[src/rtl/wb_bus_arbiter.sv]
// wb_bus_arbiter: two-master, one-slave WISHBONE arbiter with round-robin grant and watchdog abort.
// Ports:
//   clk, rst            clock (rising edge) and synchronous active-low reset
//   m0_*/m1_*           master side: stb/we/adr/dout in, din/ack/err out
//   s_*                 slave side: stb/we/adr/dout out, din/ack in
//   gnt                 one-hot current owner, 00 when the bus is free
module wb_bus_arbiter #(
    parameter int DATA_WIDTH = 8,
    parameter int ADR_WIDTH  = 32,
    parameter int TO_WIDTH   = 8,
    parameter int TIMEOUT    = 200
) (
    input  logic                  clk,
    input  logic                  rst,
    input  logic                  m0_stb,
    input  logic                  m0_we,
    input  logic [ADR_WIDTH-1:0]  m0_adr,
    input  logic [DATA_WIDTH-1:0] m0_dout,
    output logic [DATA_WIDTH-1:0] m0_din,
    output logic                  m0_ack,
    output logic                  m0_err,
    input  logic                  m1_stb,
    input  logic                  m1_we,
    input  logic [ADR_WIDTH-1:0]  m1_adr,
    input  logic [DATA_WIDTH-1:0] m1_dout,
    output logic [DATA_WIDTH-1:0] m1_din,
    output logic                  m1_ack,
    output logic                  m1_err,
    output logic                  s_stb,
    output logic                  s_we,
    output logic [ADR_WIDTH-1:0]  s_adr,
    output logic [DATA_WIDTH-1:0] s_dout,
    input  logic [DATA_WIDTH-1:0] s_din,
    input  logic                  s_ack,
    output logic [1:0]            gnt
);
    typedef enum logic [1:0] {IDLE, BUSY, TOUT} state_t;
    state_t state, state_nx;
    logic owner, owner_nx, last, last_nx;
    logic [TO_WIDTH-1:0] wdog, wdog_nx;
    logic busy, tout, o_stb;
    assign busy  = state == BUSY;
    assign tout  = state == TOUT;
    assign o_stb = owner ? m1_stb : m0_stb;
    always_ff @(posedge clk) begin
        if (!rst) begin
            state <= IDLE;
            owner <= 1'b0;
            last  <= 1'b1;
            wdog  <= '0;
        end else begin
            state <= state_nx;
            owner <= owner_nx;
            last  <= last_nx;
            wdog  <= wdog_nx;
        end
    end
    always_comb begin
        state_nx = state;
        owner_nx = owner;
        last_nx  = last;
        wdog_nx  = wdog;
        if (state == IDLE) begin
            if (m0_stb | m1_stb) begin
                state_nx = BUSY;
                // on a tie the master that did not go last wins
                owner_nx = (m0_stb & m1_stb) ? ~last : m1_stb;
                wdog_nx  = '0;
            end
        end else if (busy) begin
            // an ack or an owner abort both end the cycle and pass the turn
            if (s_ack | ~o_stb) begin
                state_nx = IDLE;
                last_nx  = owner;
            end else if (wdog == TO_WIDTH'(TIMEOUT - 1)) begin
                state_nx = TOUT;
            end else begin
                wdog_nx = wdog + 1'b1;
            end
        end else begin
            state_nx = IDLE;
            last_nx  = owner;
        end
    end
    // slave side is quiet outside BUSY so a stray ack can never be forwarded
    assign s_stb  = busy & o_stb;
    assign s_we   = busy & (owner ? m1_we : m0_we);
    assign s_adr  = busy ? (owner ? m1_adr : m0_adr) : '0;
    assign s_dout = busy ? (owner ? m1_dout : m0_dout) : '0;
    assign m0_ack = s_stb & s_ack & ~owner;
    assign m1_ack = s_stb & s_ack & owner;
    assign m0_err = tout & ~owner;
    assign m1_err = tout & owner;
    assign m0_din = s_din;
    assign m1_din = s_din;
    assign gnt    = (busy | tout) ? {owner, ~owner} : 2'b00;
endmodule

[config.mk]
export PLATFORM = sky130hd
export DESIGN_NAME = wb_bus_arbiter
export DESIGN_NICKNAME = d
export VERILOG_FILES = /design/src/rtl/wb_bus_arbiter.sv
export SDC_FILE = /design/constraint.sdc
export NUM_CORES = 1
export LEC_CHECK = 0
export CAP_MARGIN = 20
export CORE_MARGIN = 2
export CORE_UTILIZATION = 27
export CTS_CLUSTER_SIZE = 20
export DETAILED_ROUTE_END_ITERATION = 6
export PLACE_DENSITY = 0.79
export SLEW_MARGIN = 10
export SYNTH_ARGS = -nofsm -noshare
export SYNTH_HDL_FRONTEND = slang
export SYNTH_SLANG_ARGS = --single-unit
[constraint.sdc]
create_clock -name clk -period 1.5 [get_ports clk]
set_input_delay 0.3 -clock clk [delete_from_list [all_inputs] [get_ports clk]]
set_output_delay 0.3 -clock clk [all_outputs]
set_load 0.03 [all_outputs]
==> metrics.md, run 1 <==
| Metric | Value |
|---|---|
| Outcome | `complete, but fails checks` |
| Failing checks | `setup timing` |
| Synth Area in Compound Gates | `10.50%` |
| Share of the synthesized area in the top cell type | `27.14%` |
| Clk pwr share | `16.3%` |
| Row count | `27` |
| Ratio of final minimum period to clock period | `116.2%` |
| DP Area | `3053 sq um` |
| Antenna violations before repair | `0` |
| I/O Pins | `159` |
| Fillers | `381` |
| Flip-flop and latch area | `249.0 sq um` |
| Core ar. | `5540 sq um` |
| Rel. slew slack | `77.74%` |
| Final Skew | `2.389 ps` |
| Fmax | `574.0 MHz` |
| Simple-gate area share of the yosys netlist | `27.22%` |
| P&R area growth vs syn | `153.7%` |
| Number of synthesized flops with an enable pin | `0` |
| Design area | `3930 sq um` |
| Via Count | `2119` |
| CTS Buf Count | `3` |
| Part of the power in combinational logic | `68.6%` |
| Main combinational cell family by area after synthesis | `multiplexers` |
| Mapped Nets | `299` |
| Adder-Cell Fraction of Synth Area | `4.039%` |
| Yosys warns | `0` |
| Mux contribution to synthesized area | `29.32%` |
| Data required time of the critical path | `1200 ps` |
| Antenna-violating nets left | `0` |
| Clock Path Buffers | `2` |
| Clock H-tree levels | `1` |
| IO Port Bufs | `134` |
| Worst slew pin tran | `330.4 ps` |
| First DRT Iteration DRCs | `67` |
| Fin crit period | `1742 ps` |
| RSZ-0062 raised after global routing | `yes` |
| Die Span Y | `79.74 microns` |
| Max Slew Vio Count | `0` |
| Gr usage total | `20.71%` |
| Main synth FF type | `dfxtp_1` |
| DP Worst Slack | `-335.4 ps` |
| Share of cells above drive strength 1 | `53.31%` |
| Synth Cell Area | `1549 sq um` |
| Clock root buffer | `clkbuf_8` |
| Pint | `1.388 mW` |
| Xor/xnor share of the synthesized area | `0%` |
| HPWL Detailed | `4645 microns` |
| Largest net degree at the start of global routing | `26` |
| FF-to-FF setup slack | `-210 ps` |
| Net switching power | `900.1 uW` |
| Hold crit path type | `reg -> reg` |
| Area occupied by multi-input gates | `1654 sq um` |
| Die ar. | `6358 sq um` |
| Grt total ovfl | `0` |
| Critical path type | `reg -> out` |
| Synth area leader | `mux2i_1` |
| Yosys reg bits | `12` |
| CP startpoint kind | `flop` |
| Max Cap Viol | `0` |
| Maximum VDD drop | `351.0 uV` |
| Final-report setup violation count | `58` |
| Crit path DAT | `1440 ps` |
| Crit. End Element | `output pin` |
| Worst Path Max Fanout | `4` |
| Antenna diode count | `0` |
| Starting density of the core | `27.96%` |
| Syn Area/Cell | `7.784 sq um` |
| Clk pin slew, worst setup/hold paths | `60 ps` |
| Die Wd | `79.74 microns` |
| Pleak | `1.490 nW` |
| Slack of the critical path | `-242.3 ps` |
| DRT Wirelength | `8035 microns` |
| Worst skew pair latency | `250 ps` |
| Cells after Synth | `199` |
| Final Util | `70.94%` |
| Synth area leaders | `mux2i_1 (27%), dfxtp_1 (16%), nor2_1 (11%), buf_4 (9.2%), ha_1 (4.0%)` |
| Final hold vios | `0` |
| # hold bufs at CTS | `0` |
| Yosys cell types | `42` |
| Flop pwr share | `15.2%` |
| Routed WL per cell | `19.18 microns` |
| Sink Count | `12` |
| Seq/Total Area, Yosys | `15.51%` |
| PD cells | `582.2 nW/um^2` |
| Layout Nets | `448` |
| TritonCTS clock tree | `yes` |
| First-pass GRT wire length | `10210 microns` |
| Vias in the first global route | `2119` |
| Async SR Flop Fraction | `0%` |
| Initial DRT Pass Iterations | `4` |
| Routability congestion estimate | `0.7667` |
| Vias per inst | `5.057` |
| Sw Share | `39.34%` |
| Drc violations | `0` |
layer usage:
metal  global-route usage, %  wire (microns)
met5                       0               0
met4                   9.661             229
met3                   4.977             554
met2                   39.92            4640
met1                   20.61            2610
path summary, 6_finish.rpt:
kind         cells after the start      end  startpoint
max                              4   m0_ack       owner
min                              2     last        last
max reg2reg                      6  wdog[0]       owner
min reg2reg                      2     last        last
placed cells by master, fill, tap and decap left out, drive strengths merged, types with 2 or more instances in the layout:
| master | n |
|---|---|
| a41oi | 3 |
| buf | 86 |
| dlygate4sd2 | 2 |
| o21ai | 2 |
| clkdlybuf4s50 | 84 |
| mux2i | 43 |
| and2 | 5 |
| inv | 5 |
| nor3b | 2 |
| nor4b | 2 |
| ha | 5 |
| nand4 | 2 |
| a21oi | 3 |
| and3 | 2 |
| o21a | 2 |
| nand2 | 8 |
| nor2b | 3 |
| clkbuf | 6 |
| nand3 | 8 |
| a31oi | 2 |
| dfxtp | 12 |
| nor2 | 45 |
sequential cells by signal, summed over array words and instances, names as in the netlist:
register / flops
state: 2
last: 1
owner: 1
wdog: 8
cell families after synthesis:
kind of cell	count (synthesis)
AOI/OAI and AO/OA	22
adders and majority gates	5
buffers and inverters	35
DFF	12
muxes	44
and+or+nand+nor	81
stage by stage:
stage	instances	total power [mW]	hold WS, ps	setup TNS (ps)
after floorplan	199	0.9766	444.8	-1686
after global placement	408	1.439	474.7	-3125
after detailed placement	408	1.454	482.0	-3426
after CTS	418	2.058	500.3	-7806
after global routing	419	2.379	552.3	-11760
final	419	2.288	504.8	-9086
critical path, stage by stage, from the launching register on:
cell and delay, ps:
dfxtp_4 390, mux2i_4 230, buf_6 140, nor4b_4 250, buf_6 180
cells in the mapped netlist, types with 2 or more instances:
| cell | instances |
|---|---|
| nand4_1 | 2 |
| a31oi_1 | 2 |
| o21a_1 | 2 |
| dfxtp_1 | 12 |
| nor2_1 | 45 |
| mux2i_1 | 42 |
| o21ai_0 | 2 |
| nand2_1 | 8 |
| nor2b_1 | 3 |
| inv_1 | 4 |
| and3_1 | 2 |
| buf_2 | 4 |
| ha_1 | 5 |
| nand3_1 | 7 |
| and2_1 | 5 |
| a41oi_1 | 3 |
| clkbuf_1 | 6 |
| buf_4 | 19 |
| a21oi_1 | 3 |
power by group through the flow:
stage               sequential [mW]  combinational [mW]  clock [mW]
finish                        0.348                1.57       0.372
global placement              0.346                1.09           0
detailed placement            0.346                1.11           0
CTS                           0.346                1.34       0.377
global route                  0.349                1.64       0.393
floorplan                     0.341               0.635           0
timing repair:
action	4_1_cts	5_1_grt
cloned	2	2
pin swaps	6	7
buffers inserted	4	1
endpoints found under the setup margin	53	59
gates resized for setup	99	68
cell type report:
| cell class | instances | share of cell area (%) |
|---|---|---|
| tap | 72 | 2.292 |
| inverter | 5 | 0.6049 |
| timing repair buffer | 174 | 47.28 |
| multi-input combinational | 152 | 42.09 |
| sequential | 12 | 6.336 |
| clock buffer | 4 | 1.401 |
(Power assumes the default switching activity.)
==> run 2: changes to the inputs <==
- ABC_AREA: default -> 1
==> run 2 against run 1 <==
Net effect:
- the run still ends with setup timing left
- global-route usage fell by 0.54 points
- die area up 0.46%
- via count increased by 12%
- final cell count up 20%
- critical endpoint is now s_adr[29]
==> metrics.md, run 2 <==
| Metric | Value |
|---|---|
| Number of synthesized flops with an enable pin | `0 (unchanged)` |
| Row count | `27 (unchanged)` |
| Async SR Flop Fraction | `0% (unchanged)` |
| Gr busiest metal | `met2 (unchanged)` |
| Commonest cells after routing, fill and taps aside | `clkdlybuf4s50_1 (84), nor2_1 (60), nor2_2 (43) (was clkdlybuf4s50_1 (84), buf_6 (47), buf_4 (30))` |
| Die Wd | `79.93 microns (was 79.74 microns)` |
| HPWL Detailed | `5392 microns (was 4645 microns)` |
| Worst hold path startpoint | `wdog[1] (was last)` |
| Part of the power in combinational logic | `67.4% (was 68.6%)` |
| Die ar. | `6388 sq um (was 6358 sq um)` |
| CP Launch Point | `state[1] (was owner)` |
| Met2 Usage GRT | `34.67% (was 39.92%)` |
| Pleak | `1.463 nW (was 1.490 nW)` |
| DP Worst Slack | `-275.9 ps (was -335.4 ps)` |
| Total power | `2.252 mW (was 2.288 mW)` |
| Starting density of the core | `28.09% (was 27.96%)` |
| Drc violations | `0 (unchanged)` |
| P&R area growth vs syn | `122.2% (was 153.7%)` |
| Antenna diode count | `0 (unchanged)` |
| Cells after Synth | `296 (was 199)` |
| TritonCTS clock tree | `yes (unchanged)` |
| Setup crit end | `s_adr[29] (was m0_ack)` |
| Reg-to-Reg Start | `state[0] (was owner)` |
| DP Area | `3045 sq um (was 3053 sq um)` |
| Fmax | `598.6 MHz (was 574.0 MHz)` |
| Worst skew pair latency | `250 ps (about the same)` |
| Maximum VDD drop | `465.9 uV (was 351.0 uV)` |
| Fin crit period | `1671 ps (was 1742 ps)` |
| Yosys warns | `0 (unchanged)` |
| Synth top cells by count | `nor2_1 (106), nand2_1 (45), o21ai_0 (45) (was nor2_1 (45), mux2i_1 (42), buf_4 (19))` |
| Routed WL per cell | `14.40 microns (was 19.18 microns)` |
| Crit. End Element | `output pin (unchanged)` |
| Pint | `1.293 mW (was 1.388 mW)` |
| Final hold vios | `0 (unchanged)` |
| Met3 Use GR | `4.186% (was 4.977%)` |
| DRT Wirelength | `7228 microns (was 8035 microns)` |
| Seq/Total Area, Yosys | `15.43% (was 15.51%)` |
| Worst Path Max Fanout | `15 (was 4)` |
| Gr usage total | `20.17% (was 20.71%)` |
| Critical path type | `reg -> out (unchanged)` |
| R2R depth | `8 (was 6)` |
| Ratio of final minimum period to clock period | `111.4% (was 116.2%)` |
| Mapped Nets | `396 (was 299)` |
| Final Skew | `1.208 ps (was 2.389 ps)` |
| First-pass GRT wire length | `10450 microns (was 10210 microns)` |
| CP startpoint kind | `flop (unchanged)` |
| Final-report setup violation count | `50 (was 58)` |
| I/O Pins | `159 (unchanged)` |
| Routability congestion estimate | `0.8558 (was 0.7667)` |
| Flop pwr share | `16.4% (was 15.2%)` |
| Yosys reg bits | `12 (unchanged)` |
| Antenna-violating nets left | `0 (unchanged)` |
| Rel. slew slack | `68.07% (was 77.74%)` |
| Clock H-tree levels | `1 (unchanged)` |
| Share of cells above drive strength 1 | `39.07% (was 53.31%)` |
| Initial DRT Pass Iterations | `4 (unchanged)` |
| RR Endpoint | `wdog[5] (was wdog[0])` |
| Largest register by flop count | `wdog (unchanged)` |
| Syn Area/Cell | `5.258 sq um (was 7.784 sq um)` |
| Via Count | `2365 (was 2119)` |
| Clk pin slew, worst setup/hold paths | `60 ps (about the same)` |
| PD cells | `651.3 nW/um^2 (was 582.2 nW/um^2)` |
| Yosys cell types | `21 (was 42)` |
| Synth area leader | `nor2_1 (was mux2i_1)` |
| Clock root buffer | `clkbuf_8 (unchanged)` |
| Net switching power | `958.8 uW (was 900.1 uW)` |
| Commonest non-fill, non-tap cell in the layout | `clkdlybuf4s50_1 (unchanged)` |
| Max reg flops | `8 (unchanged)` |
| Worst slew pin tran | `473.9 ps (was 330.4 ps)` |
| Main synth FF type | `dfxtp_1 (unchanged)` |
| Top-count cell post-synth | `nor2_1 (unchanged)` |
| Clk pwr share | `16.2% (was 16.3%)` |
| Vias per inst | `4.711 (was 5.057)` |
| Met1 Usage GRT | `23.87% (was 20.61%)` |
| Vias in the first global route | `2260 (was 2119)` |
| Outcome | `complete, but fails checks (unchanged)` |
| Design area | `3458 sq um (was 3930 sq um)` |
| Antenna violations before repair | `0 (unchanged)` |
| Slack of the critical path | `-170.5 ps (was -242.3 ps)` |
| Hold crit path type | `reg -> reg (unchanged)` |
| Crit path DAT | `1370 ps (was 1440 ps)` |
| Max Slew Vio Count | `0 (unchanged)` |
| Grt total ovfl | `0 (unchanged)` |
| First DRT Iteration DRCs | `39 (was 67)` |
| FF-to-FF setup slack | `-30 ps (was -210 ps)` |
| Final Util | `62.42% (was 70.94%)` |
| IO Port Bufs | `134 (unchanged)` |
| Non-filler cells, final | `502 (was 419)` |
| Share of the synthesized area in the top cell type | `25.56% (was 27.14%)` |
| Data required time of the critical path | `1200 ps (about the same)` |
| Synth Cell Area | `1556 sq um (was 1549 sq um)` |
| Clock Path Buffers | `2 (unchanged)` |
| Core ar. | `5540 sq um (unchanged)` |
| # hold bufs at CTS | `0 (unchanged)` |
| Die Span Y | `79.93 microns (was 79.74 microns)` |
| Max Cap Viol | `0 (unchanged)` |
| Failing checks | `setup timing (unchanged)` |
| Largest net degree at the start of global routing | `29 (was 26)` |
| Sink Count | `12 (unchanged)` |
| Top Registers | `wdog x8, state x2 (unchanged)` |
| CTS Buf Count | `3 (unchanged)` |
| Synth area leaders | `nor2_1 (26%), dfxtp_1 (15%), o21ai_0 (14%), nand2_1 (11%), buf_4 (8.2%) (was mux2i_1 (27%), dfxtp_1 (16%), nor2_1 (11%), buf_4 (9.2%), ha_1 (4.0%))` |
| Placed Cells | `492 (was 408)` |
| Sw Share | `42.57% (was 39.34%)` |
| RSZ-0062 raised after global routing | `yes (unchanged)` |
| Layout Nets | `531 (was 448)` |
## run 2: layout make-up
type	count	area, sq um
multi-input cells	232	1345
repair buffers	161	1634
well taps	72	90.09
fillers	483	2082
flip-flops and latches	12	246.5
inverters	21	87.58
clock buffers	4	55.05
## run 2: critical path, stage by stage, from the launching register on
cell and delay (ps):
dfxtp_2 320, inv_2 80, ha_4 160, buf_6 150
o21ai_0 110, nor2_2 140, buf_6 150
## run 2: kinds of logic (layout without fill, tap and decap cells)
logic type	Yosys count	count (layout)	share of synthesized area (%)
fa+ha+maj	5	5	4.019
flops	12	12	15.43
simple gates	165	166	42.28
compound gates	60	60	20.10
buf+inv	53	186	17.60
xor+xnor	1	1	0.5628
## run 2: how the worst min path moves through the flow
stage,to,depth (start not counted)
final,wdog[1],2
after global routing,wdog[4],2
after CTS,last,2
after detailed placement,last,2
after global placement,last,2
after floorplan,last,1
## run 2: power groups by stage
stage | clock [mW] | combinational (mW) | sequential (mW)
floorplan | 0 | 0.763 | 0.368
global placement | 0 | 1.28 | 0.373
detailed placement | 0 | 1.29 | 0.374
CTS | 0.366 | 1.43 | 0.368
global route | 0.386 | 1.62 | 0.373
finish | 0.365 | 1.52 | 0.369
## run 2: what timing repair did
action | in CTS | in global routing
resized for setup | 80 | 38
endpoints found under the setup margin | 56 | 56
pin swaps | 8 | 13
cloned | 1 | 0
buffers inserted | 4 | 2
## run 2: stage by stage
stage | TNS [ps] | hold slack (ps)
finish | -5937 | 507.6
global route | -9147 | 529.1
CTS | -6020 | 507.1
detailed placement | -2662 | 493.8
global placement | -2386 | 480.7
floorplan | -194.6 | 398.6
## run 2: layer usage
metal,routed length (microns),up-vias
met1,2717,1058
met4,308,0
met2,3657,95
met5,0,-
li1,-,1189
met3,545,23
